<file path="src/rtl/sipo_rx.sv">
// LSB-first serial-in/parallel-out receiver with valid/ready word handoff.
// Optional even-parity bit per frame enabled by defining SIPO_RX_PARITY_EN.
module sipo_rx #(
  parameter int WIDTH = 8
) (
  input  logic             clk,
  input  logic             rst,
  input  logic             start,
  input  logic             enable,
  input  logic             sin,
  output logic [WIDTH-1:0] data,
  output logic             data_valid,
  input  logic             data_ready,
  output logic             busy,
  output logic             overrun,
  output logic             parity_err
);

  localparam int CW = (WIDTH > 2) ? $clog2(WIDTH) : 1;
  localparam logic [CW-1:0] LAST = CW'(WIDTH - 1);
`ifdef SIPO_RX_PARITY_EN
  localparam int SLO = 0;
`else
  // Without parity the bit shifted out of position 0 is never needed.
  localparam int SLO = 1;
`endif

  typedef enum logic [1:0] {S_IDLE, S_SHIFT, S_PARITY} state_t;

  state_t           r_state, w_next;
  logic [CW-1:0]    r_cnt;
  logic [WIDTH-1:SLO] r_shreg;
  logic [WIDTH-1:0] r_data;
  logic             r_valid, r_overrun;
  logic             w_sample, w_last_data, w_done;
  logic [WIDTH-1:0] w_shift, w_word;
`ifdef SIPO_RX_PARITY_EN
  logic             r_perr, w_perr;
`endif

  always_comb begin
    w_next      = r_state;
    w_shift     = {sin, r_shreg[WIDTH-1:1]};
    w_sample    = enable && !start;
    w_last_data = (r_state == S_SHIFT) && w_sample && (r_cnt == LAST);
    if (start) begin
      w_next = S_SHIFT;
    end else begin
      case (r_state)
`ifdef SIPO_RX_PARITY_EN
        S_SHIFT:  if (w_last_data) w_next = S_PARITY;
`else
        S_SHIFT:  if (w_last_data) w_next = S_IDLE;
`endif
        S_PARITY: if (w_sample) w_next = S_IDLE;
        default:  w_next = r_state;
      endcase
    end
`ifdef SIPO_RX_PARITY_EN
    w_done = (r_state == S_PARITY) && w_sample;
    w_word = r_shreg;
    w_perr = ^{r_shreg, sin};
`else
    w_done = w_last_data;
    w_word = w_shift;
`endif
  end

  always_ff @(posedge clk) begin
    if (rst) r_state <= S_IDLE;
    else     r_state <= w_next;
  end

  always_ff @(posedge clk) begin
    if (rst) begin
      r_cnt     <= '0;
      r_shreg   <= '0;
      r_data    <= '0;
      r_valid   <= 1'b0;
      r_overrun <= 1'b0;
`ifdef SIPO_RX_PARITY_EN
      r_perr    <= 1'b0;
`endif
    end else begin
      if (start) begin
        r_cnt   <= '0;
        r_shreg <= '0;
      end else if (r_state == S_SHIFT && enable) begin
        r_shreg <= w_shift[WIDTH-1:SLO];
        r_cnt   <= w_last_data ? '0 : r_cnt + CW'(1);
      end
      if (r_valid && data_ready) begin
        r_valid   <= 1'b0;
        r_overrun <= 1'b0;
`ifdef SIPO_RX_PARITY_EN
        r_perr    <= 1'b0;
`endif
      end
      // A completing word wins over a same-edge acceptance.
      if (w_done) begin
        r_data  <= w_word;
        r_valid <= 1'b1;
`ifdef SIPO_RX_PARITY_EN
        r_perr  <= w_perr;
`endif
        if (r_valid && !data_ready) r_overrun <= 1'b1;
      end
    end
  end

  assign data       = r_data;
  assign data_valid = r_valid;
  assign busy       = (r_state != S_IDLE);
  assign overrun    = r_overrun;
`ifdef SIPO_RX_PARITY_EN
  assign parity_err = r_perr;
`else
  assign parity_err = 1'b0;
`endif

endmodule

</file>
<file path="config.mk">
export PLATFORM = sky130hd
export DESIGN_NAME = sipo_rx
export DESIGN_NICKNAME = d
export VERILOG_FILES = /design/src/rtl/sipo_rx.sv
export SDC_FILE = /design/constraint.sdc
export NUM_CORES = 1
export LEC_CHECK = 0
export BUFFER_PORTS_ARGS = -buffer_cell sky130_fd_sc_hd__clkbuf_2
export CAP_MARGIN = 10
export CORE_ASPECT_RATIO = 0.8
export CORE_MARGIN = 2
export CORE_UTILIZATION = 57
export CTS_CLUSTER_SIZE = 40
export DETAILED_ROUTE_END_ITERATION = 10
export GPL_ROUTABILITY_DRIVEN = 0
export MAX_ROUTING_LAYER = met4
export PLACE_DENSITY_LB_ADDON = 0.08
export SETUP_SLACK_MARGIN = 0.05
export SYNTH_ARGS = -nofsm -noshare
export SYNTH_HDL_FRONTEND = slang
export SYNTH_SLANG_ARGS = --single-unit
</file>
<file path="constraint.sdc">
create_clock -name clk -period 3.1 [get_ports clk]
set_input_delay 0.62 -clock clk [delete_from_list [all_inputs] [get_ports clk]]
set_output_delay 0.62 -clock clk [all_outputs]
set_load 0.005 [all_outputs]
</file>
; Word level (Yosys, flattened, before mapping)
; Index checks and enable logic that the tools add are counted.
[totals]
word_cells = 40
in_bits = 6
output_inout_bits = 12
register_bits = 22
[op_classes]
eq_ne = 7
muxes = 10
n_reduce_logical = 15
addsub = 1
[op_table]
columns = cell, count
row1 = $logic_and A1 B1 Y1, 6
row2 = $mux W1, 6
row3 = $ne A3 B3 Y1 const B, 2
row4 = $reduce_and A3 Y1, 2
row5 = $reduce_bool A2 Y1, 3
row6 = $mux W2, 2
row7 = $ne A2 B2 Y1 const B, 2
row8 = $pmux W2 S2, 1
row9 = $add A3 B1 Y3 const B, 1
row10 = $eq A3 B3 Y1 const B, 1
row11 = $mux W3, 1
row12 = $reduce_bool A3 Y1, 1
row13 = $eq A2 B1 Y1 const B, 1
row14 = $eq A2 B2 Y1 const B, 1
row15 = $logic_not A1 Y1, 2
row16 = $reduce_or A2 Y1, 1

; Longest topological paths before layout
[logic_depth]
ltp_word = 7
ltp_mapped = 5
depth_no_buf = 4

; Worst setup path after synthesis
; Ideal clock, no wire load.
[synth_timing]
kind = reg-to-reg
start = register r_cnt[0]
end = register r_valid (netlist: data_valid)
synth_period_minus_slack_ns = 1.317
t_arrival_ns = 1.202
n_path_buf = 1
t_required_ns = 2.985
setup_time_ns = 0.115
setup_slack_ns = 1.783
stages_incl_launch_ff = 6
path_cell_list = dfxtp_1 > ha_1 > ha_1 > and4b_1 > buf_6 > o21a_1
[synth_between]
elab_chain_len = 3
word_cells_on_any_way = 4
classes_between = eq/ne: 1 / mux: 1 / reduce/logical: 2
[synth_lines]
columns = item, line_no
row1 = start: declaration, 31  ; logic [CW-1:0] r_cnt;
row2 = start signal: assignment, 90  ; r_cnt <= w_last_data ? '0 : r_cnt + CW'(1);
row3 = $eq A3 B3 Y1 *, 45  ; w_last_data = (r_state == S_SHIFT) && w_sample && (r_cnt == LAST);
row4 = $logic_and A1 B1 Y1 *, 45
row5 = $mux W1 / $reduce_bool A2 Y1 (equally long branches), n/a
row6 = end signal: assignment, 79  ; r_valid <= 1'b0;
row7 = end signal: assignment, 93  ; r_valid <= 1'b0;
row8 = end signal: assignment, 102  ; r_valid <= 1'b1;
row9 = end: declaration, 34  ; logic r_valid, r_overrun;
; Mark *: on every way between the ends. The rest lies on a longest branch, timed or not.
; A chain may end at the register's enable or synchronous reset.

; Final worst setup path
[layout_timing]
start = input enable
end = register r_data[3] (netlist: data[3])
[layout_between]
elab_chain_len = 3
[layout_lines]
columns = item, line_no
row1 = start: declaration, 9  ; input logic enable,
row2 = $logic_and A1 B1 Y1, 44  ; w_sample = enable && !start;
row3 = $logic_and A1 B1 Y1 (2 in series), 45
row4 = end signal: assignment, 101  ; r_data <= w_word;
row5 = end: declaration, 33  ; logic [WIDTH-1:0] r_data;
; Every way passes these cells.

==> run_results.csv <==
group,metric,value,unit
run_status,outcome,"finished, final reports clean",
worst_setup_path,path_class,"in2reg",
synthesis,synth_top_area_share,43.2,%
synthesis,yosys.area_share.simple,20.8,%
grt,grt_pass1_vias,567,
clock_tree,cts_tree,"done",
pwr,pwr-share-seq,63.9,%
pwr,p_clk_share,29.7,%
floorplan,dieHeight,41.0,µm
timing,final_max_slew_viol_count,0,
timing,setup_tns,0,ps
final_layout,finalNonFillerCells,131,
timing,timing.fmax,601,MHz
pwr,p_int,0.331,mW
clock_tree,clk_pin_slew,100,ps
synthesis,yosys-top-cells-count,"dfxtp_1 (21), nand2b_1 (16), a21bo_2 (10), a21oi_1 (9), mux2i_1 (8)",
placement,io_buffers,16,
floorplan,start_util,60.5,%
final_layout,diodes,0,
final_layout,drive_gt1_share,28.4,%
synthesis,synthesis.nets,105,
worst_setup_path,worst_setup_path_startpoint,"enable",
clock_tree,insertion_delay,300,ps
timing,hold_viol_final,0,
worst_setup_path,r2r_cells,4,
worst_setup_path,crit_slowest_cell,"and4b_1",
timing,max_slew_margin,56.8,%
synthesis,synth_top_area_cell,"dfxtp_1",
worst_hold_path,hp-class,"reg2reg",
run,maxCapViolCount,0,
synthesis,synthMuxAreaShare,8.23,%
worst_setup_path,worst_setup_path_end_kind,"register",
floorplan,die_w,50.2,µm
synthesis,synth_top_family_by_area,"simple AND/OR/NAND/NOR gates",
worst_hold_path,holdPathStages,2,
timing,worst_slack,1440,ps
drt,vias,684,
drt,dr.first_iter.drc_count,4,
clock_tree,cts.sinks,21,
grt,antenna_found_initial,0,
worst_setup_path,ff2ff_setup_slack,1460,ps
floorplan,coreArea,0.00161,mm²
synthesis,synth.avg_cell_area,10.0,µm²
grt,grt_max_degree,23,
timing,min_period,1660,ps
drt,drc_errors,0,
timing,setup_viol,0,
pwr,p_leak,0.394,nW
synthesis,yosys_most_used_dff,"dfxtp_1",
floorplan,rows,13,
clock_tree,cts_buffers,3,
synthesis,ys_types,25,
timing,min_period_over_period,53.7,%
synthesis,synthMostInstantiatedCell,"dfxtp_1",
synthesis,synth_compound_gate_area_share,18.0,%
grt,grt_first_pass_wirelength,2430,µm
timing,worstMarginPinSlew,648,ps
worst_hold_path,min_to,"data[0]",
clock_tree,cts_hold_buf,0,
worst_setup_path,r2r-start,"r_cnt[0]",
synthesis,async_reset_ff_share,0,%
synthesis,ys.warnings.count,0,
drt,drt-total-wl,1570,µm
synthesis,syn_area,973,µm²
final_layout,fill_cells,143,
drt,dr.pass1.iters,3,
synthesis,synth_xor_xnor_area_share,0,%
floorplan,die_area,0.00206,mm²
worst_setup_path,r2r_end,"data[3]",
final_layout,final_core_utilization,65.3,%
worst_setup_path,start_kind,"input port",
pwr,combPwrFrac,6.4,%
worst_setup_path,path_cells,"clkbuf_2 > and4b_1 > mux2i_1",
placement,pre_cts_ws,1090,ps
synthesis,seq_area_frac_synth,43.2,%
drt,ant_nets,0,
worst_setup_path,worstPathRequired,3330,ps
placement,dp.cells,127,
clock_tree,htree_levels,1,
drt,viasPerCell,5.22,
drt,wl_per_cell,12.0,µm
clock_tree,root_buffer,"clkbuf_4",
pwr,peakVddDrop,0.348,mV
grt,grt_overflow,0,
worst_hold_path,hold_start,"data[0]",
final_layout,nNetsFinal,118,
synthesis,synth_area_leaders,"dfxtp_1 (43%), a21bo_2 (10%), nand2b_1 (10%)",
worst_setup_path,cp_max_fo,21,
timing,rsz0062_at_grt,"false",
pwr,powerDensity,405,mW/mm²
pwr,swShare,22.2,%
synthesis,synth_seq_cells,21,
clock_tree,post-cts-setup-buffers,0,
worst_setup_path,crit_family,"simple AND/OR/NAND/NOR gates",
placement,dp_hpwl,1070,µm
worst_setup_path,arrival,1890,ps
pwr,switchingPower,0.0946,mW
synthesis,netlist_instances,97,
floorplan,ios,18,
clock_tree,cts.repair.resized,0,
synthesis,synthAdderAreaFrac,2.57,%
grt,grt_use_total,16.7,%
worst_setup_path,crit_path_max_incr_delay,690,ps
timing,finClkSkew,4.49,ps
synthesis,synth_edf_count,0,
final_layout,synthToLayoutAreaGrowth,8.10,%
worst_setup_path,crit_buf_inv,1,
clock_tree,clock_tree.buffer_depth,2,
-- worst min-delay path, cell delays in order, from the launching register on --
cell and delay (ps):
dfxtp_1 320, nand2b_1 60, mux2i_1 60
-- how the worst max path moves through the flow --
stage                 endpoint  depth (start not counted)
finish                 data[3]                          3
floorplan           data_valid                          5
global route           data[3]                          4
CTS                    data[3]                          3
global placement       data[3]                          3
detailed placement     data[3]                          3
-- cells in the final DEF (no fill, tap or decap) --
cell type / instances
clkbuf_2: 16
nand3b_1: 1
a21bo_2: 10
nand2b_1: 16
clkbuf_1: 1
nor3b_1: 1
clkbuf_4: 3
ha_1: 2
buf_4: 1
nor2b_1: 1
nand4b_1: 2
dfxtp_1: 21
nand2_1: 1
inv_1: 1
and4b_1: 1
nor3_1: 1
nand3_1: 7
a32o_1: 1
a211oi_2: 1
mux2i_1: 8
nor2_1: 1
or2_0: 1
o21a_1: 1
a21oi_1: 9
conb_1: 1
-- state kept, by name (all words and copies together), names as in the netlist, named ones only --
| name | count |
|---|---|
| data_valid | 1 |
| data | 8 |
| r_state | 1 |
| r_cnt | 3 |
| r_shreg | 7 |
-- power by group through the flow --
stage	sequential (mW)	clock [mW]	combinational, mW
2_1_floorplan	0.279	0	0.0222
3_3_place_gp	0.278	0	0.0261
3_5_place_dp	0.278	0	0.0272
4_1_cts	0.272	0.133	0.0272
5_1_grt	0.273	0.142	0.0300
6_report	0.272	0.126	0.0272
-- stage by stage --
step,hold WS (ps),area (µm²),total power [mW]
after floorplan,446,973,0.301
after global placement,457,1030,0.304
after detailed placement,462,1030,0.306
after CTS,482,1050,0.432
after global routing,497,1050,0.444
final,480,1050,0.426
-- metal layers --
metal / track usage (%) / vias to the layer above / wire, µm
met2: 28.9 / 15 / 770
met1: 19.3 / 316 / 730
met5: - / - / 0
met3: 5.47 / 0 / 70
li1: - / 353 / -
met4: 4.17 / 0 / 0
-- layout make-up --
type	instances	area (µm²)	area share (%)
inverters	1	3.75	0.357
multi-input cells	66	487	46.3
repair buffers	17	87.6	8.32
well taps	22	27.5	2.62
flip-flops and latches	21	420	40.0
clock buffers	4	26.3	2.50
-- cell families (layout without fill, tap and decap cells) --
family                     count (synthesis)  in the layout
buffers and inverters                     10             22
muxes                                      8              8
and+or+nand+nor                           33             33
other                                      1              1
DFF                                       21             21
adders and majority gates                  2              2
AOI/OAI and AO/OA                         22             22
Note: power is estimated with default switching activity, not from simulation.
